**config.mk**
```make
export PLATFORM = sky130hd
export DESIGN_NAME = hd_classify_ctrl_flat
export DESIGN_NICKNAME = d
export VERILOG_FILES = /design/src/rtl/hd_pkg.sv /design/src/rtl/hd_classify_ctrl_if.sv /design/src/rtl/hd_sweep_counter.sv /design/src/rtl/hd_classify_ctrl.sv /design/src/flat_wrapper.sv
export SDC_FILE = /design/constraint.sdc
export NUM_CORES = 1
export LEC_CHECK = 0
export ABC_AREA = 1
export BUFFER_PORTS_ARGS = -buffer_cell sky130_fd_sc_hd__buf_4
export CORE_ASPECT_RATIO = 0.7
export CORE_MARGIN = 2
export CORE_UTILIZATION = 51
export DETAILED_ROUTE_END_ITERATION = 8
export PLACE_DENSITY = 0.75
export SETUP_SLACK_MARGIN = 0.02
export SLEW_MARGIN = 10
export SYNTH_ARGS = -nofsm -noshare
export SYNTH_HDL_FRONTEND = slang
export SYNTH_SLANG_ARGS = --single-unit
```
**constraint.sdc**
```tcl
create_clock -name clk -period 1.6 [get_ports clk]
set_input_delay 0.08 -clock clk [delete_from_list [all_inputs] [get_ports clk]]
set_output_delay 0.08 -clock clk [all_outputs]
set_load 0.01 [all_outputs]
```
**src/rtl/hd_pkg.sv**
```systemverilog
// Shared types and defaults for the HD classifier sequencer and its siblings.
package hd_pkg;

  localparam int unsigned N_DEFAULT          = 10000;
  localparam int unsigned MAXLETTERS_DEFAULT = 10;
  localparam int unsigned NUMLANG_DEFAULT    = 10;
  localparam int unsigned SYM_W              = 5;

  typedef enum logic [2:0] {
    IDLE,
    LOAD,
    FLUSH,
    START,
    SWEEP,
    SETTLE,
    WAIT,
    RESULT
  } hd_state_e;

endpackage

```
**src/rtl/hd_classify_ctrl_if.sv**
```systemverilog
// Host-side symbol stream and result handshake of the HD classifier sequencer.
interface hd_classify_ctrl_if #(
  parameter int unsigned CLASS_W = 4
) ();

  logic                      sym_valid;
  logic                      sym_ready;
  logic [hd_pkg::SYM_W-1:0]  sym_data;
  logic                      sym_last;
  logic                      res_valid;
  logic                      res_ready;
  logic [CLASS_W-1:0]        res_class;
  logic                      res_err;

  modport master (
    output sym_valid, sym_data, sym_last, res_ready,
    input  sym_ready, res_valid, res_class, res_err
  );

  modport slave (
    input  sym_valid, sym_data, sym_last, res_ready,
    output sym_ready, res_valid, res_class, res_err
  );

endinterface

```
**src/rtl/hd_sweep_counter.sv**
```systemverilog
// Hypervector component pointer: loads 0 on start, steps on en, holds at N-1.
module hd_sweep_counter #(
  parameter int unsigned N = 16,
  parameter int unsigned W = 4
) (
  input  logic         clk,
  input  logic         rst,
  input  logic         start,
  input  logic         en,
  output logic [W-1:0] index,
  output logic         at_end
);

  localparam logic [W-1:0] Last = W'(N - 1);

  logic [W-1:0] index_q;

  always_ff @(posedge clk) begin
    if (!rst) begin
      index_q <= '0;
    end else if (start) begin
      index_q <= '0;
    end else if (en && (index_q != Last)) begin
      index_q <= index_q + W'(1);
    end
  end

  assign index  = index_q;
  assign at_end = (index_q == Last);

endmodule

```
**src/rtl/hd_classify_ctrl.sv**
```systemverilog
// Standalone sequencer driving hyperdimensional_module: letter load, finalize, sweep, argmax, result.
module hd_classify_ctrl
  import hd_pkg::*;
#(
  parameter int unsigned N             = N_DEFAULT,
  parameter int unsigned PRECISION     = $clog2(N),
  parameter int unsigned MAXLETTERS    = MAXLETTERS_DEFAULT,
  parameter int unsigned NUMLANG       = NUMLANG_DEFAULT,
  parameter int unsigned LOG_NUMLANG   = $clog2(NUMLANG),
  parameter int unsigned SETTLE_CYCLES = 2,
  parameter int unsigned WAIT_MAX      = 1024
) (
  input  logic                   clk,
  input  logic                   rst,
  hd_classify_ctrl_if.slave      host,
  output logic                   letterReady,
  output logic [SYM_W-1:0]       inputLetter,
  output logic                   textDone,
  output logic                   rst_RI,
  output logic                   computeAngle,
  output logic [PRECISION-1:0]   index,
  output logic                   argmax,
  input  logic                   done,
  input  logic [LOG_NUMLANG-1:0] bestMatchID,
  output logic [15:0]            drop_cnt
);

  localparam int unsigned TmrMax = (WAIT_MAX > SETTLE_CYCLES) ? WAIT_MAX : SETTLE_CYCLES;
  localparam int unsigned TmrW   = $clog2(TmrMax + 1);
  localparam logic [TmrW-1:0] SettleLast = TmrW'(SETTLE_CYCLES - 1);
  localparam logic [TmrW-1:0] WaitLast   = TmrW'(WAIT_MAX - 1);

  hd_state_e state_q, state_d;

  logic                   letter_ready_q, letter_ready_d;
  logic [SYM_W-1:0]       input_letter_q, input_letter_d;
  logic                   text_done_q, text_done_d;
  logic                   rst_ri_q, rst_ri_d;
  logic                   compute_angle_q, compute_angle_d;
  logic                   argmax_q, argmax_d;
  logic                   res_valid_q, res_valid_d;
  logic [LOG_NUMLANG-1:0] res_class_q, res_class_d;
  logic                   res_err_q, res_err_d;
  logic [15:0]            drop_q, drop_d;
  logic [TmrW-1:0]        tmr_q, tmr_d;

  logic cnt_start, cnt_en, cnt_at_end;
  logic sym_ready_w, accept, legal;

  // Gated by rst so the port also reads 0 while reset is held.
  assign sym_ready_w = rst & ((state_q == IDLE) | (state_q == LOAD));
  assign accept      = host.sym_valid & sym_ready_w;
  assign legal       = ({{(32 - SYM_W){1'b0}}, host.sym_data} < MAXLETTERS);

  hd_sweep_counter #(
    .N (N),
    .W (PRECISION)
  ) u_sweep (
    .clk    (clk),
    .rst    (rst),
    .start  (cnt_start),
    .en     (cnt_en),
    .index  (index),
    .at_end (cnt_at_end)
  );

  always_comb begin
    state_d         = state_q;
    letter_ready_d  = 1'b0;
    input_letter_d  = input_letter_q;
    text_done_d     = 1'b0;
    compute_angle_d = 1'b0;
    argmax_d        = argmax_q;
    rst_ri_d        = rst_ri_q;
    res_valid_d     = res_valid_q;
    res_class_d     = res_class_q;
    res_err_d       = res_err_q;
    drop_d          = drop_q;
    tmr_d           = tmr_q;
    cnt_start       = 1'b0;
    cnt_en          = 1'b0;

    case (state_q)
      IDLE, LOAD: begin
        if (accept) begin
          rst_ri_d = 1'b1;
          if (legal) begin
            letter_ready_d = 1'b1;
            input_letter_d = host.sym_data;
          end else if (drop_q != 16'hFFFF) begin
            drop_d = drop_q + 16'd1;
          end
          state_d = host.sym_last ? FLUSH : LOAD;
        end
      end
      FLUSH: begin
        text_done_d = 1'b1;
        state_d     = START;
      end
      START: begin
        compute_angle_d = 1'b1;
        cnt_start       = 1'b1;
        state_d         = SWEEP;
      end
      SWEEP: begin
        // Index 0 is presented twice: with computeAngle, then as the first sweep step.
        cnt_en = ~compute_angle_q;
        if (cnt_at_end && !compute_angle_q) begin
          argmax_d = 1'b1;
          tmr_d    = '0;
          state_d  = (SETTLE_CYCLES == 0) ? WAIT : SETTLE;
        end
      end
      SETTLE: begin
        if (tmr_q == SettleLast) begin
          tmr_d   = '0;
          state_d = WAIT;
        end else begin
          tmr_d = tmr_q + TmrW'(1);
        end
      end
      WAIT: begin
        if (done) begin
          res_class_d = bestMatchID;
          res_err_d   = 1'b0;
          res_valid_d = 1'b1;
          argmax_d    = 1'b0;
          state_d     = RESULT;
        end else if (tmr_q == WaitLast) begin
          res_class_d = '0;
          res_err_d   = 1'b1;
          res_valid_d = 1'b1;
          argmax_d    = 1'b0;
          state_d     = RESULT;
        end else begin
          tmr_d = tmr_q + TmrW'(1);
        end
      end
      RESULT: begin
        if (host.res_ready) begin
          res_valid_d = 1'b0;
          rst_ri_d    = 1'b0;
          state_d     = IDLE;
        end
      end
      default: state_d = IDLE;
    endcase
  end

  always_ff @(posedge clk) begin
    if (!rst) begin
      state_q         <= IDLE;
      letter_ready_q  <= 1'b0;
      input_letter_q  <= '0;
      text_done_q     <= 1'b0;
      rst_ri_q        <= 1'b0;
      compute_angle_q <= 1'b0;
      argmax_q        <= 1'b0;
      res_valid_q     <= 1'b0;
      res_class_q     <= '0;
      res_err_q       <= 1'b0;
      drop_q          <= '0;
      tmr_q           <= '0;
    end else begin
      state_q         <= state_d;
      letter_ready_q  <= letter_ready_d;
      input_letter_q  <= input_letter_d;
      text_done_q     <= text_done_d;
      rst_ri_q        <= rst_ri_d;
      compute_angle_q <= compute_angle_d;
      argmax_q        <= argmax_d;
      res_valid_q     <= res_valid_d;
      res_class_q     <= res_class_d;
      res_err_q       <= res_err_d;
      drop_q          <= drop_d;
      tmr_q           <= tmr_d;
    end
  end

  assign host.sym_ready = sym_ready_w;
  assign host.res_valid = res_valid_q;
  assign host.res_class = res_class_q;
  assign host.res_err   = res_err_q;
  assign letterReady    = letter_ready_q;
  assign inputLetter    = input_letter_q;
  assign textDone       = text_done_q;
  assign rst_RI         = rst_ri_q;
  assign computeAngle   = compute_angle_q;
  assign argmax         = argmax_q;
  assign drop_cnt       = drop_q;

endmodule

```
**src/flat_wrapper.sv**
```systemverilog
// flat-port wrapper written by rule: the top's interface ports become plain ports
module hd_classify_ctrl_flat import hd_pkg::*;
#(
  parameter int unsigned N             = N_DEFAULT,
  parameter int unsigned PRECISION     = $clog2(N),
  parameter int unsigned MAXLETTERS    = MAXLETTERS_DEFAULT,
  parameter int unsigned NUMLANG       = NUMLANG_DEFAULT,
  parameter int unsigned LOG_NUMLANG   = $clog2(NUMLANG),
  parameter int unsigned SETTLE_CYCLES = 2,
  parameter int unsigned WAIT_MAX      = 1024
)
  (clk, rst, letterReady, inputLetter, textDone, rst_RI, computeAngle, index, argmax, done, bestMatchID, drop_cnt, host_sym_valid, host_sym_data, host_sym_last, host_res_ready, host_sym_ready, host_res_valid, host_res_class, host_res_err);
  hd_classify_ctrl_if #(.CLASS_W((4))) host_i ();
  input  logic clk;
  input  logic rst;
  output logic letterReady;
  output logic [SYM_W-1:0] inputLetter;
  output logic textDone;
  output logic rst_RI;
  output logic computeAngle;
  output logic [PRECISION-1:0] index;
  output logic argmax;
  input  logic done;
  input  logic [LOG_NUMLANG-1:0] bestMatchID;
  output logic [15:0] drop_cnt;
  input wire logic [$bits(host_i.sym_valid)-1:0] host_sym_valid;
  input wire logic [$bits(host_i.sym_data)-1:0] host_sym_data;
  input wire logic [$bits(host_i.sym_last)-1:0] host_sym_last;
  input wire logic [$bits(host_i.res_ready)-1:0] host_res_ready;
  output wire logic [$bits(host_i.sym_ready)-1:0] host_sym_ready;
  output wire logic [$bits(host_i.res_valid)-1:0] host_res_valid;
  output wire logic [$bits(host_i.res_class)-1:0] host_res_class;
  output wire logic [$bits(host_i.res_err)-1:0] host_res_err;
  assign host_i.sym_valid = host_sym_valid;
  assign host_i.sym_data = host_sym_data;
  assign host_i.sym_last = host_sym_last;
  assign host_i.res_ready = host_res_ready;
  assign host_sym_ready = host_i.sym_ready;
  assign host_res_valid = host_i.res_valid;
  assign host_res_class = host_i.res_class;
  assign host_res_err = host_i.res_err;
  hd_classify_ctrl #(.N(N), .PRECISION(PRECISION), .MAXLETTERS(MAXLETTERS), .NUMLANG(NUMLANG), .LOG_NUMLANG(LOG_NUMLANG), .SETTLE_CYCLES(SETTLE_CYCLES), .WAIT_MAX(WAIT_MAX)) u_core (.clk(clk), .rst(rst), .host(host_i), .letterReady(letterReady), .inputLetter(inputLetter), .textDone(textDone), .rst_RI(rst_RI), .computeAngle(computeAngle), .index(index), .argmax(argmax), .done(done), .bestMatchID(bestMatchID), .drop_cnt(drop_cnt));
endmodule
```
## Word level (Yosys, flattened, before mapping)

Cells that the tools add are included.

| storage, ports and cells | value |
|---|---|
| bits in registers | 60 |
| bits in latches | 0 |
| bits in writable memories | 0 |
| bits in read-only memories | 0 |
| input bits | 15 |
| output and inout port bits | 47 |
| logic and storage cells | 92 |
| memories kept | 0 |

| cells by class | value |
|---|---|
| $add $sub $neg | 3 |
| $mul | 0 |
| div/mod/pow operators | 0 |
| $lt $le $gt $ge | 1 |
| equal/unequal tests | 19 |
| shifts and indexed selects | 0 |
| multiplexer cells | 30 |
| bitwise operators | 6 |
| reductions and logical operators | 20 |

Operator list:

| cell | number |
|---|---|
| 11-bit 2-to-1 mux | 4 |
| 11-bit one-hot mux with 3 select lines | 1 |
| 3-bit one-hot mux with 7 select lines | 1 |
| 3-bit 2-to-1 mux | 6 |
| 16-bit by 1-bit adder with 16-bit output, second input constant | 1 |
| 16-bit != test, second input constant | 1 |
| 3-bit AND reduction | 5 |
| 14-bit by 1-bit adder with 14-bit output, second input constant | 1 |
| 14-bit equality test, second input constant | 1 |
| 14-bit != test, second input constant | 1 |
| 3-bit equality test, second input constant | 4 |
| 1-bit 2-to-1 mux | 12 |
| 11-bit by 1-bit adder with 11-bit output, second input constant | 1 |
| 11-bit by 1-bit equality test with 1-bit output, second input constant | 1 |
| 11-bit by 10-bit equality test with 1-bit output, second input constant | 1 |
| 4-bit 2-to-1 mux | 2 |
| 4-bit AND reduction | 2 |
| 2-bit nonzero test | 4 |
| 3-bit by 2-bit equality test with 1-bit output, second input constant | 2 |
| 2-bit by 1-bit != test with 1-bit output, second input constant | 3 |
| 2-bit != test, second input constant | 3 |
| 1-bit one-hot mux with 2 select lines | 3 |
| 5-bit by 4-bit < comparator with 1-bit output, second input constant | 1 |
| 5-bit AND reduction | 1 |
| 12 further kinds | 17 |

## Logic depth before layout (Yosys ltp)

Gate-level depths: netlist of run 1.

| depth | value |
|---|---|
| depth after elaboration | 6 |
| depth in mapped cells | 12 |
| mapped depth without buffers | 11 |

## Hierarchy

Synthesis of run 1 repeated with hierarchy kept, for this count alone.

| second synthesis, totals | value |
|---|---|
| cell total of the unflattened synthesis | 506 |
| area, all modules | 3289.4 µm² |

Modules (own cells, without submodules):

| module | times used | cells each | area each (µm²) |
|---|---|---|---|
| hd_classify_ctrl | 1 | 380 | 2481.1 |
| hd_sweep_counter | 1 | 126 | 808.3 |

## Least setup slack after synthesis of run 1

Ideal clock, no wire load.

| timing | value |
|---|---|
| path kind | flip-flop to flip-flop |
| start point | register u_core.u_sweep.index_q[0] (netlist: u_core.u_sweep.index[0]) |
| end point | register u_core.tmr_q[2] |
| arrival | 1.620 ns |
| slack | -0.134 ns |
| cell stages (with the launch flop) | 10 |
| path buffers | 1 |
| clock period less this slack | 1.734 ns |
| cell sequence | dfxtp_1 ha_1 nand3_2 nor2_4 nand3_2 nand2_4 nand3_4 buf_6 a21oi_1 nor2_1 |

| on the way | value |
|---|---|
| word-level cells in the longest chain between the ends | 4 |

Ends and longest elaborated chain:

| what | line | RTL |
|---|---|---|
| from (decl) | hd_sweep_counter.sv:16 | `logic [W-1:0] index_q;` |
| from (signal assigned) | hd_sweep_counter.sv:24 | `index_q <= index_q + W'(1);` |
| 14-bit equality test | hd_sweep_counter.sv:29 | `assign at_end = (index_q == Last);` |
| 1-bit logical AND | hd_classify_ctrl.sv:108 | `if (cnt_at_end && !compute_angle_q) begin` |
| 2-bit by 1-bit != test with 1-bit output (no source line) | -- |  |
| 4-bit AND reduction (no source line) | -- |  |
| to (signal assigned) | hd_classify_ctrl.sv:176 | `tmr_q <= tmr_d;` |
| to (decl) | hd_classify_ctrl.sv:45 | `logic [TmrW-1:0] tmr_q, tmr_d;` |

No other way between the ends.
A chain may end at the register's enable or synchronous reset.

## Final worst setup path of run 1

| timing | value |
|---|---|
| start point | register u_core.drop_q[1] (netlist: u_core.drop_cnt[1]) |
| end point | register u_core.drop_q[6] (netlist: u_core.drop_cnt[6]) |

| on the way | value |
|---|---|
| word-level cells in the longest chain between the ends | 2 |

Ends and longest elaborated chain:

| what | line | RTL |
|---|---|---|
| from (decl) | hd_classify_ctrl.sv:44 | `logic [15:0] drop_q, drop_d;` |
| from (signal assigned) | hd_classify_ctrl.sv:175 | `drop_q <= drop_d;` |
| parallel branches: the longest is 2 deep, another holds 16-bit by 1-bit adder with 16-bit output | -- |  |

Several ways; the timed one is not identified.

==> impl_metrics.json, run 1 <==
{
  "ys_async_sr_fraction_pct": 0,
  "top_usage_layer": "met2",
  "nets": 654,
  "fmax_mhz": 657.6,
  "place_hpwl_um": 6861,
  "synth_top_area_share_pct": 35.02,
  "min_period_over_period_pct": 95.04,
  "ys_types": 37,
  "ios": 62,
  "p_leak_uw": 0.002120,
  "pwr-share-seq_pct": 35.5,
  "ys_ff_latch": 60,
  "drive_gt1_share_pct": 32.81,
  "syn-num-nets": 530,
  "ys_warn_count": 0,
  "timing.hold.ws_ns": 0.01374,
  "wl_per_cell_um": 13.49,
  "core_area_um2": 6366,
  "diodes": 0,
  "synth_edf_count": 0,
  "die_w_um": 102.0,
  "die-area_um2": 7407,
  "combPwrFrac_pct": 31.7,
  "path_clk_slew_ns": 0.07,
  "power_density_nw_per_um2": 1092,
  "finalSetupTns_ns": 0,
  "power.share.clock_pct": 32.8,
  "setup_viol": 0,
  "antenna_left": 0,
  "rsz0062_at_grt": "true",
  "rows": 24,
  "ys_seq_area_share_pct": 35.02,
  "cts-buffers-inserted": 9,
  "firstDrtPassIters": 5,
  "gp_congestion": 0.9596,
  "synth_commonest_cells": "nand2_1, nor2_1, dfxtp_1",
  "final-seq-area_um2": 1224,
  "yosys-top-cells-area": "dfxtp_1, nand2_1, nor2_1",
  "criticalPathCategory": "reg -> reg",
  "grt_usage_pct": 26.75,
  "grt_pass1_vias": 3452,
  "rr_worst_depth": 10,
  "chipHeight_um": 72.61,
  "fin_crit_ns": 1.521,
  "cts_buffer_depth": 2,
  "finalHoldViolCount": 0,
  "critical_path_required_ns": 1.87,
  "drtIter0Drc": 281,
  "fill_cells": 491,
  "tritoncts": "built",
  "start_util_pct": 53.87,
  "grt.met3_usage_pct": 6.609,
  "maxCapViolCount": 0,
  "antenna_found_initial": 0,
  "startpoint_type": "register",
  "syn_inst": 511,
  "drt-total-wl_um": 9864,
  "hold_depth": 3,
  "cts.sinks": 60,
  "gr-total-overflow": 0,
  "fin_skew_ns": 0.009701,
  "critPathLaunch": "u_core.drop_cnt[1]",
  "grt_use_met2_pct": 41.96,
  "post-place-ws_ns": -0.02080,
  "hold_path.class": "in -> reg",
  "finalPower_uw": 5261,
  "power.switching_uw": 1810,
  "vias": 3730,
  "utilization_pct": 75.69,
  "synth_flop_cell": "dfxtp_1",
  "io_buffers": 61,
  "vias_per_cell": 5.103,
  "p_int_uw": 3451,
  "multi_input_area_um2": 2048,
  "layout_setup_ws_ns": 0.07932,
  "regToRegStartpoint": "u_core.drop_cnt[1]",
  "clk_latency_ns": 0.34,
  "synth_area_leader_cell": "dfxtp_1",
  "critPathMaxFanout": 8,
  "swShare_pct": 34.40,
  "grt_max_degree": 27,
  "syn-cell-area_um2": 3430,
  "cts_root_buffer": "clkbuf_8",
  "areaGrowthSynthToFinish_pct": 40.50,
  "worst_slew_pin_slew_ns": 0.3614,
  "avgSynthCellArea_um2": 6.711,
  "worstSetupEndpointType": "register",
  "slew_headroom_pct": 75.88,
  "min_from": "bestMatchID[3]",
  "ir_worst_vdd_mv": 0.7945,
  "status": "finished clean",
  "cp.arrival_ns": 1.79,
  "htreeDepth": 3,
  "yosysMostFrequentCell": "nand2_1",
  "grt_pass1_wl_um": 15650,
  "drv_slew": 0,
  "met1_usage_pct": 37.09,
  "drc": 0
}
==> flip-flops by register name, indices dropped and copies added, names as in the netlist, 3 cells and up <==
register,count
u_core.drop_cnt,16
u_core.inputLetter,5
u_core.host.res_class,4
u_core.state_q,3
u_core.tmr_q,11
u_core.u_sweep.index,14
==> layout make-up <==
cell class	count	share of cell area [%]
well taps	91	2.363
repair buffers	123	19.61
multi-input cells	379	42.51
flip-flops and latches	60	25.40
inverters	62	4.934
clock inverters	4	1.974
clock buffers	12	3.220
==> layer usage <==
layer | vias up | wire, um
li1 | 1873 | -
met3 | 22 | 737
met4 | 0 | 129
met1 | 1698 | 4552
met5 | - | 0
met2 | 137 | 4445
==> cell usage in the layout (no fill, tap or decap), types with 3 or more instances in the layout <==
master,Yosys,routed
nand2_1,137,133
buf_4,1,116
nor2_1,70,64
inv_1,53,52
dfxtp_1,60,48
a21oi_1,44,41
nand3_1,31,28
o21ai_0,15,13
xor2_1,12,12
nand4_1,12,12
clkbuf_8,0,11
nand2_2,8,10
nor2_4,8,9
dfxtp_2,0,9
nor3_1,8,8
nand3_2,5,7
inv_2,7,6
nor2_2,1,6
nand2_4,4,5
xnor2_1,4,4
a21oi_2,1,4
dlygate4sd3_1,0,4
nand3_4,1,3
o21ai_1,1,3
bufinv_16,0,3
buf_6,5,3
dfxtp_4,0,3
==> final timing paths <==
check / end / slack, ns
setup / recovery: u_core.drop_cnt[6] / 0.08
hold / removal: u_core.host.res_class[3] / 0.01
setup reg to reg: u_core.drop_cnt[6] / 0.08
hold reg to reg: u_core.inputLetter[4] / 0.45
==> repair_timing <==
item	in CTS	in global routing
buffers inserted	0	8
endpoints found under the hold margin	4	0
pin swaps	1	15
cloned	1	0
hold buffers	4	0
resized for setup	4	42
setup endpoints to repair	20	49
==> worst max-delay path, stage by stage, from the launching register on <==
cell and delay, ns:
dfxtp_4 0.39, ha_4 0.15, nand2_1 0.09, nor2_4 0.11
inv_2 0.05, nor2_4 0.12, nand2_4 0.10, nand2_8 0.11
buf_4 0.13, nand2_1 0.05, a21oi_1 0.15
==> power by group through the flow <==
stage | combinational, uW | sequential [uW] | clock (uW)
after floorplan | 1020 | 1860 | 0
after global placement | 1400 | 1860 | 0
after detailed placement | 1440 | 1860 | 0
after CTS | 1520 | 1840 | 1750
after global routing | 1850 | 1890 | 1820
final | 1670 | 1870 | 1730
==> per-stage QoR <==
step / area (um^2) / instances
2_1_floorplan: 3450 / 511
5_1_grt: 4818 / 731
4_1_cts: 4642 / 723
3_5_place_dp: 4313 / 702
3_3_place_gp: 4313 / 702
6_report: 4818 / 731
==> cells by family (layout without fill, tap and decap cells) <==
group | after synthesis | in the layout | share of synthesized area, %
AND/OR/NAND/NOR | 291 | 292 | 39.62
AO/OA/AOI/OAI | 67 | 67 | 10.58
buffers and inverters | 73 | 201 | 9.230
XOR/XNOR | 16 | 16 | 4.086
adder cells (fa/ha/maj) | 4 | 4 | 1.459
flip-flops | 60 | 60 | 35.02
(Power assumes the default switching activity.)
==> inputs of run 2 (changes only) <==
--- a/config.mk
+++ b/config.mk
@@ -8,7 +8,7 @@
 export ABC_AREA = 1
 export BUFFER_PORTS_ARGS = -buffer_cell sky130_fd_sc_hd__buf_4
 export CORE_ASPECT_RATIO = 0.7
-export CORE_MARGIN = 2
+export CORE_MARGIN = 8
 export CORE_UTILIZATION = 51
 export DETAILED_ROUTE_END_ITERATION = 8
 export PLACE_DENSITY = 0.75
==> run 2 against run 1 <==
  * Clock skew shrank 0.0029 ns
  * Flip-flop and latch count is the same
  * Maximum frequency shrank 1.4%
  * Total power shrank 4.7%
  * Setup slack lost 0.021 ns
  * Design area is essentially flat
  * Register-to-register slack lost 0.02 ns
  * Critical path depth shrank 2
  * Count of clock-buffer cells in the layout is the same
  * Critical path type unchanged
==> impl_metrics.json, run 2 (synthesis gave the netlist of run 1 again) <==
{
  "wl_met3_um": 852,
  "drt-total-wl_um": 10090,
  "cts_buffer_depth": 2,
  "startpoint_type": "register",
  "critical_path_required_ns": 1.83,
  "drive_gt1_share_pct": 32.56,
  "place_hpwl_um": 7120,
  "htreeDepth": 3,
  "diodes": 0,
  "p_leak_uw": 0.002129,
  "worstSetupEndpointType": "register",
  "highest-signal-layer": "met4",
  "clk_latency_ns": 0.35,
  "cts-buffers-inserted": 9,
  "largest_reg_flops": 16,
  "vias_per_cell": 5.061,
  "drc": 0,
  "grt_usage_pct": 20.29,
  "chipHeight_um": 84.61,
  "cts_root_buffer": "clkbuf_8",
  "placed_cell_area_um2": 4322,
  "final_common_cell": "nand2_1",
  "drtIter0Drc": 335,
  "regToRegStartpoint": "u_core.tmr_q[5]",
  "final_area_um2": 4821,
  "path_clk_slew_ns": 0.07,
  "post-place-ws_ns": 0.01225,
  "critPathMaxFanout": 7,
  "regToRegEndpoint": "u_core.tmr_q[8]",
  "grt_pass1_vias": 3369,
  "fin_crit_ns": 1.542,
  "rsz0062_at_grt": "true",
  "critPathLaunch": "u_core.tmr_q[5]",
  "slew_headroom_pct": 75.93,
  "gr-total-overflow": 0,
  "criticalPathCategory": "reg -> reg",
  "cts.sinks": 60,
  "rows": 25,
  "die_w_um": 114.0,
  "nets": 659,
  "die-area_um2": 9647,
  "cp.arrival_ns": 1.77,
  "layout_common_cells": "nand2_1, buf_4, nor2_1, inv_1, dfxtp_1",
  "areaGrowthSynthToFinish_pct": 40.57,
  "antenna_left": 0,
  "r2r_slack_ns": 0.06,
  "grt_pass1_wl_um": 15860,
  "grt_max_degree": 27,
  "io_buffers": 61,
  "tritoncts": "built",
  "layout_setup_ws_ns": 0.05833,
  "endpoint": "u_core.tmr_q[8]",
  "start_util_pct": 51.72,
  "drt-met1-wl_um": 4702,
  "worst_slew_pin_slew_ns": 0.3606,
  "ir_worst_vdd_mv": 0.7146,
  "antenna_found_initial": 0,
  "fmax_mhz": 648.6,
  "dr_wl_met2_um": 4401,
  "power_density_nw_per_um2": 1040,
  "drv_slew": 0,
  "core_area_um2": 6631,
  "status": "finished clean",
  "setup_viol": 0,
  "gp_congestion": 0.9245,
  "fin_skew_ns": 0.006795,
  "hold_path.class": "in -> reg",
  "maxCapViolCount": 0,
  "vias": 3740,
  "finalHoldViolCount": 0,
  "ios": 62,
  "min_period_over_period_pct": 96.35,
  "rr_worst_depth": 8,
  "firstDrtPassIters": 5,
  "wl_per_cell_um": 13.65
}
-- run 2: cell count changes in the layout (fill, tap and decap cells not counted), moves of 3 or more --
cell	previous run	this run
nand3_2	7	3
nand3_1	28	31
dlygate4sd3_1	4	8
dfxtp_2	9	12
dfxtp_1	48	45
-- run 2: critical path, cell delays in order (launching register included) --
cell     delay, ns
dfxtp_1       0.43
nand2_1       0.12
nor2_1        0.16
nand3_1       0.14
nand2_2       0.11
nand2_4       0.09
buf_4         0.18
nand4_1       0.11
a21oi_2       0.07
-- run 2: layout make-up --
cell class | count | area [um^2]
Inverter | 62 | 237.7
Fill cell | 539 | 1810
Sequential cell | 60 | 1227
Clock buffer | 12 | 155.1
Tap cell | 94 | 117.6
Timing Repair Buffer | 127 | 989.7
Multi-Input combinational cell | 380 | 2046
Clock inverter | 4 | 47.55
-- run 2: repair_timing --
item,4_1_cts,5_1_grt
setup buffers,0,9
setup endpoints to repair,3,46
hold endpoints to repair,8,0
gates cloned,0,2
hold buffers,8,0
pin swaps,0,16
gates resized for setup,2,42
-- run 2: how the worst min path moves through the flow --
stage / from / end / slack [ns] / depth (start not counted)
floorplan: host_sym_data[1] / u_core.inputLetter[1] / 0.23 / 2
global placement: host_sym_data[2] / u_core.inputLetter[2] / 0.33 / 3
detailed placement: host_sym_data[0] / u_core.inputLetter[0] / 0.34 / 3
CTS: rst / u_core.computeAngle / 0.01 / 3
global route: rst / u_core.computeAngle / 0.01 / 3
finish: rst / u_core.computeAngle / 0.02 / 3
-- run 2: layer usage --
| metal | vias up | track usage [%] |
|---|---|---|
| met4 | 0 | 6.980 |
| li1 | 1891 | - |
| met2 | 144 | 29.39 |
| met1 | 1690 | 27.11 |
| met5 | - | 0 |
| met3 | 15 | 7.020 |
-- run 2: through the flow --
step / hold WS (ns) / TNS [ns] / instances / util, % / power (uW)
floorplan: 0.2272 / 0 / 511 / - / 2880
global placement: 0.3316 / 0 / 704 / 65.17 / 3257
detailed placement: 0.3404 / 0 / 704 / 65.17 / 3305
CTS: 0.01330 / 0 / 728 / 69.45 / 4758
global route: 0.01026 / -0.009184 / 739 / 72.70 / 5328
finish: 0.01946 / 0 / 739 / 72.70 / 5011
-- run 2: power by group --
group          internal [uW]  switching, uW  leakage [uW]
Sequential              1680            195      0.000493
Clock                    799            632      0.000102
Combinational            676           1030       0.00153
==> inputs of run 3 (changes only) <==
--- a/config.mk
+++ b/config.mk
@@ -9,9 +9,9 @@
 export BUFFER_PORTS_ARGS = -buffer_cell sky130_fd_sc_hd__buf_4
 export CORE_ASPECT_RATIO = 0.7
 export CORE_MARGIN = 8
-export CORE_UTILIZATION = 51
+export CORE_UTILIZATION = 53
 export DETAILED_ROUTE_END_ITERATION = 8
-export PLACE_DENSITY = 0.75
+export PLACE_DENSITY = 0.74
 export SETUP_SLACK_MARGIN = 0.02
 export SLEW_MARGIN = 10
 export SYNTH_ARGS = -nofsm -noshare
==> constraint.sdc (replaced) <==
create_clock -name clk -period 1.7 [get_ports clk]
set_input_delay 0.085 -clock clk [delete_from_list [all_inputs] [get_ports clk]]
set_output_delay 0.085 -clock clk [all_outputs]
set_load 0.01 [all_outputs]
==> run 3 against run 2 <==
  * Clock skew barely moved
  * Register-to-register slack better by 0.06 ns
  * Largest cell class unchanged
  * Flip-flop and latch count stayed put
  * Design area decreased by 7.6%
  * Critical path depth is 1 higher
  * First-iteration DRC count down 47%
  * Maximum frequency is 2.6% lower
  * Critical endpoint is now u_core.state_q[2]
  * Utilization is 1.4 points lower
  * Non-clock buffer count is 29 lower
  * Worst hold slack worse by 0.0076 ns
  * Count of clock-buffer cells in the layout shrank 1
==> impl_metrics.json, run 3 (synthesis gave the netlist of run 1 again) <==
{
  "tritoncts": "built",
  "vias": 3554,
  "setup_viol": 0,
  "fin_crit_ns": 1.583,
  "utilization_pct": 71.33,
  "startpoint_type": "register",
  "crit_top_cell": "nor2_1",
  "pwr-share-seq_pct": 40.0,
  "power.share.clock_pct": 27.0,
  "fmax_mhz": 631.9,
  "drv_slew": 0,
  "worst_slew_pin_slew_ns": 0.3676,
  "ios": 62,
  "rsz0062_at_grt": "false",
  "slowest_delay_ns": 0.34,
  "gp_congestion": 0.8877,
  "grt_pass1_wl_um": 15410,
  "antenna_found_initial": 0,
  "crit_path_cell_trace": "buf_4, ha_1, nand3_1, nor2_1, nor2_1, nor2_1, nand3_2, o21ai_0, inv_1",
  "firstDrtPassIters": 4,
  "place_hpwl_um": 6854,
  "hold_path.class": "in -> reg",
  "combPwrFrac_pct": 33.0,
  "gr-total-overflow": 0,
  "cts_buffer_depth": 2,
  "p_int_uw": 2707,
  "power_density_nw_per_um2": 970.4,
  "slowest_stage": "dfxtp_1",
  "cts_root_buffer": "clkbuf_8",
  "timing.hold.ws_ns": 0.01188,
  "vias_per_cell": 5.136,
  "cts-buffers-inserted": 9,
  "drtIter0Drc": 176,
  "final_area_um2": 4456,
  "path_buf_inv": 2,
  "chipHeight_um": 83.30,
  "cts.sinks": 60,
  "critPathMaxFanout": 5,
  "min_period_over_period_pct": 93.10,
  "diodes": 0,
  "finalSetupTns_ns": 0,
  "io_buffers": 61,
  "clk_latency_ns": 0.35,
  "cp.arrival_ns": 1.82,
  "grt_pass1_vias": 3342,
  "cpLargestDelayFamily": "simple AND/OR/NAND/NOR gates",
  "drive_gt1_share_pct": 26.55,
  "ir_worst_vdd_mv": 0.6615,
  "power.switching_uw": 1617,
  "finalHoldViolCount": 0,
  "fill_cells": 523,
  "layout_common_cells": "nand2_1, buf_4, nor2_1, dfxtp_1, inv_1",
  "criticalPathCategory": "reg -> reg",
  "drt-total-wl_um": 9346,
  "fin_skew_ns": 0.007163,
  "swShare_pct": 37.40,
  "slew_headroom_pct": 75.47,
  "nets": 629,
  "path_clk_slew_ns": 0.07,
  "core_area_um2": 6246,
  "drc": 0,
  "antenna_left": 0,
  "p_leak_uw": 0.001945,
  "areaGrowthSynthToFinish_pct": 29.92,
  "final_common_cell": "nand2_1",
  "grt_max_degree": 27,
  "die_w_um": 112.1,
  "critical_path_required_ns": 1.94,
  "status": "finished clean",
  "placed_cell_area_um2": 4124,
  "htreeDepth": 3,
  "maxCapViolCount": 0,
  "largest_reg_flops": 16,
  "worstSetupEndpointType": "register",
  "wl_per_cell_um": 13.51,
  "start_util_pct": 54.91,
  "rows": 24,
  "grt_usage_pct": 19.89,
  "die-area_um2": 9342
}
[run 3: cell type report]
cell class | count | area [um^2] | share of cell area (%)
clock buffers | 11 | 151.4 | 3.398
repair buffers | 98 | 760.7 | 17.07
clock inverters | 4 | 25.02 | 0.5616
well taps | 78 | 97.59 | 2.190
inverters | 62 | 235.2 | 5.279
flip-flops and latches | 60 | 1209 | 27.13
multi-input cells | 379 | 1977 | 44.37
[run 3: path summary, 6_finish.rpt]
check	start	depth (start not counted)	end	slack [ns]
worst max register to register	u_core.tmr_q[0]	9	u_core.state_q[2]	0.12
worst min register to register	u_core.inputLetter[4]	2	u_core.inputLetter[4]	0.44
worst max-delay path	u_core.tmr_q[0]	9	u_core.state_q[2]	0.12
worst min-delay path	bestMatchID[1]	3	u_core.host.res_class[1]	0.01
[run 3: power by group through the flow]
stage / Clock, uW / Combinational (uW) / Sequential (uW)
5_1_grt: 1270 / 1610 / 1740
3_5_place_dp: 0 / 1320 / 1750
6_report: 1170 / 1430 / 1730
4_1_cts: 1200 / 1330 / 1720
2_1_floorplan: 0 / 955 / 1750
3_3_place_gp: 0 / 1280 / 1740
[run 3: repair_timing]
action                                  in CTS  in global routing
setup buffers                                0                  4
endpoints found under the setup margin       0                 31
endpoints found under the hold margin        5                  0
resized for setup                            0                 17
hold buffers                                 5                  0
[run 3: stage by stage]
step	instances	setup WS (ns)	power, uW
after floorplan	511	0.04588	2705
after CTS	687	0.03660	4245
after global routing	692	0.002885	4621
after detailed placement	667	0.05884	3066
final	692	0.1174	4324
after global placement	667	0.09870	3023
[run 3: metal layers]
layer  global-route usage [%]  vias up  routed length, um
met1                    25.12     1609               4485
met5                        0        -                  0
li1                         -     1820                  -
met3                    7.659       10                736
met2                    30.19      115               4005
met4                    6.829        0                119
[run 3: worst register-to-register path, stage by stage (launching register included)]
cell     delay [ns]
dfxtp_1        0.34
buf_4          0.14
ha_1           0.15
nand3_1        0.10
nor2_1         0.18
nor2_1         0.09
nor2_1         0.12
nand3_2        0.13
o21ai_0        0.17
inv_1          0.05
